--- config.mk ---
export PLATFORM = sky130hd
export DESIGN_NAME = if_stage
export DESIGN_NICKNAME = d
export VERILOG_FILES = /design/src/rtl/if_stage_pkg.sv /design/src/rtl/if_stage.sv
export SDC_FILE = /design/constraint.sdc
export NUM_CORES = 1
export LEC_CHECK = 0
export CORE_AREA = 2 2 118 120
export CTS_BUF_LIST = sky130_fd_sc_hd__clkbuf_2 sky130_fd_sc_hd__clkbuf_4 sky130_fd_sc_hd__clkbuf_8
export DETAILED_ROUTE_END_ITERATION = 10
export DIE_AREA = 0 0 120 122
export GPL_TIMING_DRIVEN = 1
export PLACE_DENSITY = 0.76
export SETUP_SLACK_MARGIN = 0.02
export SYNTH_ARGS = -nofsm -noshare
export SYNTH_HDL_FRONTEND = slang
export SYNTH_SLANG_ARGS = --single-unit
--- constraint.sdc ---
create_clock -name CLK -period 2.31 [get_ports CLK]
set_input_delay 0.462 -clock CLK [delete_from_list [all_inputs] [get_ports CLK]]
set_output_delay 0.462 -clock CLK [all_outputs]
set_load 0.01 [all_outputs]
--- src/rtl/if_stage_pkg.sv ---
// Shared types and constants for the instruction-fetch stage.
package if_stage_pkg;

    typedef enum logic [1:0] {
        IF_IDLE,
        IF_FETCH,
        IF_HOLD,
        IF_DRAIN
    } if_state_e;

    localparam logic [31:0] IF_NOP = 32'h0000_0013;

    function automatic logic [31:0] align_pc(input logic [31:0] addr);
        return addr & ~32'd3;
    endfunction

endpackage

--- src/rtl/if_stage.sv ---
// Instruction-fetch stage: PC sequencing, stall holding, redirect draining.
// Optional macro IF_MISALIGN_CHECK_EN adds the FETCH_MISALIGN pulse output.
module if_stage
    import if_stage_pkg::*;
#(
    parameter logic [31:0] RESET_PC  = 32'h0000_0000,
    parameter logic [31:0] NOP_INSTR = IF_NOP
) (
    input  logic        CLK,
    input  logic        RESET,
    input  logic        STALL,
    input  logic        BRANCH_TAKEN,
    input  logic [31:0] BRANCH_TARGET,
    output logic        IMEM_REQ,
    output logic [31:0] IMEM_ADDR,
    input  logic        IMEM_READY,
    input  logic [31:0] IMEM_RDATA,
    output logic        INSTR_VALID,
    output logic [31:0] INSTRUCTION,
    output logic [31:0] PC,
    output logic [31:0] PC_PLUS_4
`ifdef IF_MISALIGN_CHECK_EN
    ,
    output logic        FETCH_MISALIGN
`endif
);

    if_state_e   state;
    logic [31:0] pc_reg;
    logic [31:0] hold_buf;
    logic [31:0] drain_addr;
    logic [31:0] pc_next4;
    logic [31:0] target;

    assign pc_next4 = pc_reg + 32'd4;
    assign target   = align_pc(BRANCH_TARGET);

    always_ff @(posedge CLK) begin
        if (RESET) begin
            state      <= IF_IDLE;
            pc_reg     <= align_pc(RESET_PC);
            hold_buf   <= '0;
            drain_addr <= align_pc(RESET_PC);
        end else if (BRANCH_TAKEN) begin
            pc_reg <= target;
            case (state)
                // An outstanding request must still complete at its old address.
                IF_FETCH: begin
                    if (!IMEM_READY) begin
                        state      <= IF_DRAIN;
                        drain_addr <= pc_reg;
                    end else begin
                        state <= IF_FETCH;
                    end
                end
                IF_DRAIN: state <= IF_DRAIN;
                default:  state <= IF_FETCH;
            endcase
        end else begin
            unique case (state)
                IF_IDLE: state <= IF_FETCH;
                IF_FETCH: begin
                    if (IMEM_READY) begin
                        if (STALL) begin
                            hold_buf <= IMEM_RDATA;
                            state    <= IF_HOLD;
                        end else begin
                            pc_reg <= pc_next4;
                        end
                    end
                end
                IF_HOLD: begin
                    if (!STALL) begin
                        pc_reg <= pc_next4;
                        state  <= IF_FETCH;
                    end
                end
                IF_DRAIN: begin
                    if (IMEM_READY) begin
                        state <= IF_FETCH;
                    end
                end
                default: state <= IF_IDLE;
            endcase
        end
    end

    always_comb begin
        IMEM_REQ    = !RESET && ((state == IF_FETCH) || (state == IF_DRAIN));
        IMEM_ADDR   = (state == IF_DRAIN) ? drain_addr : pc_reg;
        INSTR_VALID = 1'b0;
        INSTRUCTION = NOP_INSTR;
        PC          = pc_reg;
        PC_PLUS_4   = pc_next4;
        if (!RESET && !BRANCH_TAKEN && !STALL) begin
            if ((state == IF_FETCH) && IMEM_READY) begin
                INSTR_VALID = 1'b1;
                INSTRUCTION = IMEM_RDATA;
            end else if (state == IF_HOLD) begin
                INSTR_VALID = 1'b1;
                INSTRUCTION = hold_buf;
            end
        end
    end

`ifdef IF_MISALIGN_CHECK_EN
    always_ff @(posedge CLK) begin
        if (RESET) begin
            FETCH_MISALIGN <= 1'b0;
        end else begin
            FETCH_MISALIGN <= BRANCH_TAKEN && (BRANCH_TARGET[1:0] != 2'b00);
        end
    end
`endif

endmodule

; ---- After elaboration in Yosys (flattened, before gate mapping)
; Cells that the tools add are included.
[totals]
word_cells = 52
ff_bits = 98
[classes]
n_reduce_logical = 17
n_bitwise = 2
eq_ne = 8
n_addsub = 1
n_mux = 19
[op_table]
columns = operator, count
row1 = $mux W32, 7
row2 = $pmux W32 S2, 1
row3 = $add A32 B3 Y32 const B, 1
row4 = $mux W2, 6
row5 = $ne A3 B3 Y1 const B, 4
row6 = $pmux W2 S4, 1
row7 = $reduce_and A4 Y1, 2
row8 = $eq A2 B2 Y1 const B, 2
row9 = $logic_and A1 B1 Y1, 4
row10 = $pmux W2 S2, 1
row11 = $reduce_and A2 Y1, 2
row12 = $logic_not A1 Y1, 3
row13 = $mux W1, 3
row14 = $reduce_and A3 Y1, 1
row15 = $reduce_bool A3 Y1, 1
row16 = $eq A2 B1 Y1 const B, 1
row17 = $logic_not A2 Y1, 1
row18 = $ne A2 B2 Y1 const B, 1
row19 = $not A1 Y1, 2
row20 = $reduce_bool A2 Y1, 1
row21 = $reduce_or A2 Y1, 1
row22 = $logic_or A1 B1 Y1, 1

; ---- Longest topological paths before layout
[depth]
word_depth = 5
mapped_depth = 7
ltp_nobuf = 5

; ---- Least setup slack after synthesis
; No wires, ideal clock.
[synth_path]
path_type = register to output
startpoint = register pc_reg[2], in the netlist PC[2]
endpoint = output PC_PLUS_4[26]
arrival_time_ps = 2116
path_stages_with_launch = 6
setup_slack_ps = -268
t_required_ps = 1848
path_buffers = 0
path_cell_list = dfxtp_1 ha_1 nand4_1 or4_4 or4_1 xnor2_1
[synth_via]
elab_chain_len = 1
[synth_lines]
columns = item, line
row1 = "start, declared", if_stage.sv:29  ; logic [31:0] pc_reg;
row2 = "start signal, assigned", if_stage.sv:41  ; pc_reg <= align_pc(RESET_PC);
row3 = "start signal, assigned", if_stage.sv:45  ; pc_reg <= target;
row4 = "start signal, assigned", if_stage.sv:68  ; pc_reg <= pc_next4;
row5 = $add A32 B3 Y32, if_stage.sv:35  ; assign pc_next4 = pc_reg + 32'd4;
row6 = "end, declared", if_stage.sv:21  ; output logic [31:0] PC_PLUS_4
; No other way between the ends.

; ---- Worst setup path after layout
; Same ends and word-level chain as after synthesis.

==> summary.txt <==
Finish
  • Area grow syn2layout: 63.09%
  • Area of the multi-input gates: 3660 µm²
  • Fraction of layout cells with a size suffix above 1: 34.33%
  • Commonest non-fill, non-tap cell in the layout: nand2_1
  • Final Core Density: 66.53%
  • Register Area: 1913 µm²
  • Most frequent cells in the layout: nand2_1, buf_4, clkdlybuf4s50_1
  • Number of diodes: 0
  • Final net count: 1,064
  • Fillcell total: 1,110
  • Final Cell Area: 8985 µm²

Run status
  • Failing checks: setup timing
  • Status: finished with violations

Worst setup path
  • WP data arrival: 2.18 ns
  • Critical-path top delay cell: or4_4
  • Crit path top cell by count: or4_4
  • Reg2reg setup slack: 0.09 ns
  • Kind of critical path: reg -> out
  • Setup crit start: PC[2]
  • Startpoint types: register
  • CP top delay family: simple AND/OR/NAND/NOR gates
  • Worst EP required: 1.85 ns
  • Bufs and invs on worst path: 1
  • Worst setup EP type: primary output
  • Capture point of the worst path: PC_PLUS_4[26]
  • CP cell instances: ha_4 > nand4_1 > or4_4 > or4_4 > xnor2_2 > buf_2
  • Reg-to-reg startpoint: PC[2]
  • Worst Path Max Fanout: 2
  • Slowest stage delay, CP: 0.46 ns
  • R2R Path End: PC[25]
  • CP Depth: 6
  • Reg2Reg Depth: 9

Floorplan
  • Die area: 14,640 µm²
  • Site Rows: 43
  • Core area: 13,500 µm²
  • Starting Density: 40.79%
  • DIE HEIGHT: 122 µm
  • # IOs: 199
  • Die width: 120 µm

Yosys
  • Post-synthesis sequential area ratio: 34.16%
  • Yosys warns: 0
  • Syn avg cell area: 7.578 µm²
  • Number of distinct library cells after synthesis: 55
  • Post-synth EDFFs: 0
  • FFs w/ async S/R, synth: 0%
  • Ys flop type: dfxtp_1
  • Yosys reg bits: 94
  • Mapped Area: 5509 µm²
  • Cells after Synth: 727

GRT
  • Global-route wire length before repair: 31.92 mm
  • Total grt overflow: 0
  • Initial antenna violation count: 1
  • Vias in the first global route: 6,270
  • Largest net degree at the start of global routing: 42
  • Total global routing track utilization: 27.37%

Clock tree
  • Worst-path clk slew: 0.10 ns
  • Worst-skew pair later-pin latency: 0.39 ns
  • Number of CTS-inserted buffers: 9
  • Clock Tree Root: clkbuf_8
  • Clock Tree Buf Depth: 2
  • TritonCTS sink count: 94
  • CTS tree: done
  • Post-CTS Hold Buffers: 0
  • H-Tree Depth: 3

Placement
  • Placement Cell Area: 8164 µm²
  • Number of buffers added on ports: 190
  • Post-DP HPWL: 13.15 mm
  • Worst slack, placed: -0.4696 ns
  • Final GP Congestion: 0.8645

Timing
  • Skew final: 0.01042 ns
  • Count of pins over their slew limit: 0
  • Final Worst Setup Slack: -0.3337 ns
  • RSZ-0062 raised after global routing: true
  • Final setup viols: 19
  • Final min period: 2.644 ns
  • Final hold vios: 0
  • Setup TNS: -2.979 ns
  • Final period util: 114.4%
  • Fmax: 0.3783 GHz
  • Hold_ws: 0.4577 ns

Hold path
  • Worst hold-check path type: reg -> reg

Routing
  • Initial drt markers: 475
  • DRC: 0
  • Vias/cell: 5.510
  • Final ANT Viol Nets: 0
  • Detailed-route wire length per cell: 17.59 µm
  • Routed WL: 20.74 mm
  • Pre-antenna DRT Iters: 5
  • Via count: 6,496

Job
  • Max-Cap Viols: 0

Power and ir drop
  • Pleak: 3.697 nW
  • Pwr dens: 450.8 nW/µm²
  • Max rail drop VDD: 0.2421 mV
flip-flops by register name (all words and copies together) (netlist names):
| register | cells |
|---|---|
| PC | 30 |
| drain_addr | 30 |
| hold_buf | 32 |
| state | 2 |
how the worst min path moves through the flow:
stage	start	end	slack (ns)	depth (start not counted)
after global routing	drain_addr[16]	drain_addr[16]	0.48	2
after detailed placement	drain_addr[25]	drain_addr[25]	0.44	2
after floorplan	drain_addr[10]	drain_addr[10]	0.43	2
after global placement	drain_addr[28]	drain_addr[28]	0.44	2
after CTS	drain_addr[17]	drain_addr[17]	0.46	2
final	drain_addr[25]	drain_addr[25]	0.46	2
power by group:
group / internal, W / leakage, nW / switching, W
Sequential: 0.00168 / 0.773 / 0.0000568
Combinational: 0.000550 / 2.81 / 0.000508
Clock: 0.000605 / 0.113 / 0.000647
timing repair:
item,4_1_cts,5_1_grt
setup buffers,29,9
setup endpoints to repair,89,70
endpoints found under the hold margin,0,0
resized for setup,342,37
pin swaps,26,26
gates cloned,4,0
routing by layer:
layer	GRT usage (%)	routed length [µm]	vias up
met5	0	11	-
met4	9.779	455	2
met3	6.742	1630	41
met2	45.49	10080	270
met1	34.51	8561	3100
li1	-	-	3083
cell families (layout without fill, tap and decap cells):
group / Yosys count / in the layout / share of synthesized area (%)
multiplexers: 30 / 30 / 6.132
AO/OA/AOI/OAI: 158 / 158 / 18.85
flip-flops: 94 / 94 / 34.16
other: 1 / 6 / 0.06807
adder cells (fa/ha/maj): 1 / 1 / 0.2271
buffers and inverters: 94 / 361 / 7.926
AND/OR/NAND/NOR: 314 / 314 / 27.07
XOR/XNOR: 35 / 35 / 5.564
Yosys cell counts (all sizes together) (2+ instances only):
library cell | n | area [µm²]
nand2 | 151 | 566.8
dfxtp | 94 | 1882
a21oi | 69 | 349.1
nor2 | 66 | 247.7
clkbuf | 48 | 181.4
buf | 36 | 217.7
a22oi | 30 | 225.2
mux2 | 30 | 337.8
xnor2 | 22 | 192.7
nand4 | 17 | 133.9
a311oi | 16 | 140.1
xor2 | 13 | 113.9
and4 | 11 | 97.59
a211oi | 10 | 75.07
inv | 10 | 37.53
nand3 | 10 | 50.05
o31ai | 10 | 75.07
or4 | 10 | 78.82
nor4 | 9 | 62.56
or3 | 9 | 56.30
nor2b | 8 | 50.05
nor3 | 7 | 35.03
o21ai | 5 | 25.02
o22ai | 5 | 31.28
nand3b | 4 | 30.03
nand2b | 3 | 18.77
a2111oi | 2 | 25.02
a221o | 2 | 20.02
a221oi | 2 | 17.52
a31o | 2 | 17.52
and3 | 2 | 12.51
and3b | 2 | 17.52
nor3b | 2 | 15.01
or2 | 2 | 12.51
metrics by stage:
stage,std cells,total power [W]
3_3_place_gp,1123,0.002761
6_report,1179,0.004051
5_1_grt,1179,0.004184
3_5_place_dp,1123,0.002769
2_1_floorplan,732,0.002222
4_1_cts,1172,0.004018
area by class of cell:
type	instances	area share, %
Clock buffer	9	1.379
Clock inverter	7	0.9887
Inverter	10	0.4178
Multi-Input combinational cell	544	40.73
Sequential cell	94	21.29
Tap cell	180	2.507
Timing Repair Buffer	335	32.68
worst register-to-register path: stages (launching register included):
cell and delay, ns:
dfxtp_4 0.37, buf_4 0.10, buf_6 0.08, buf_6 0.08, and4_4 0.26, nand4_4 0.16, buf_6 0.18, buf_4 0.15
or4_4 0.51, a311oi_2 0.23
Power figures use the tool's default switching activity.
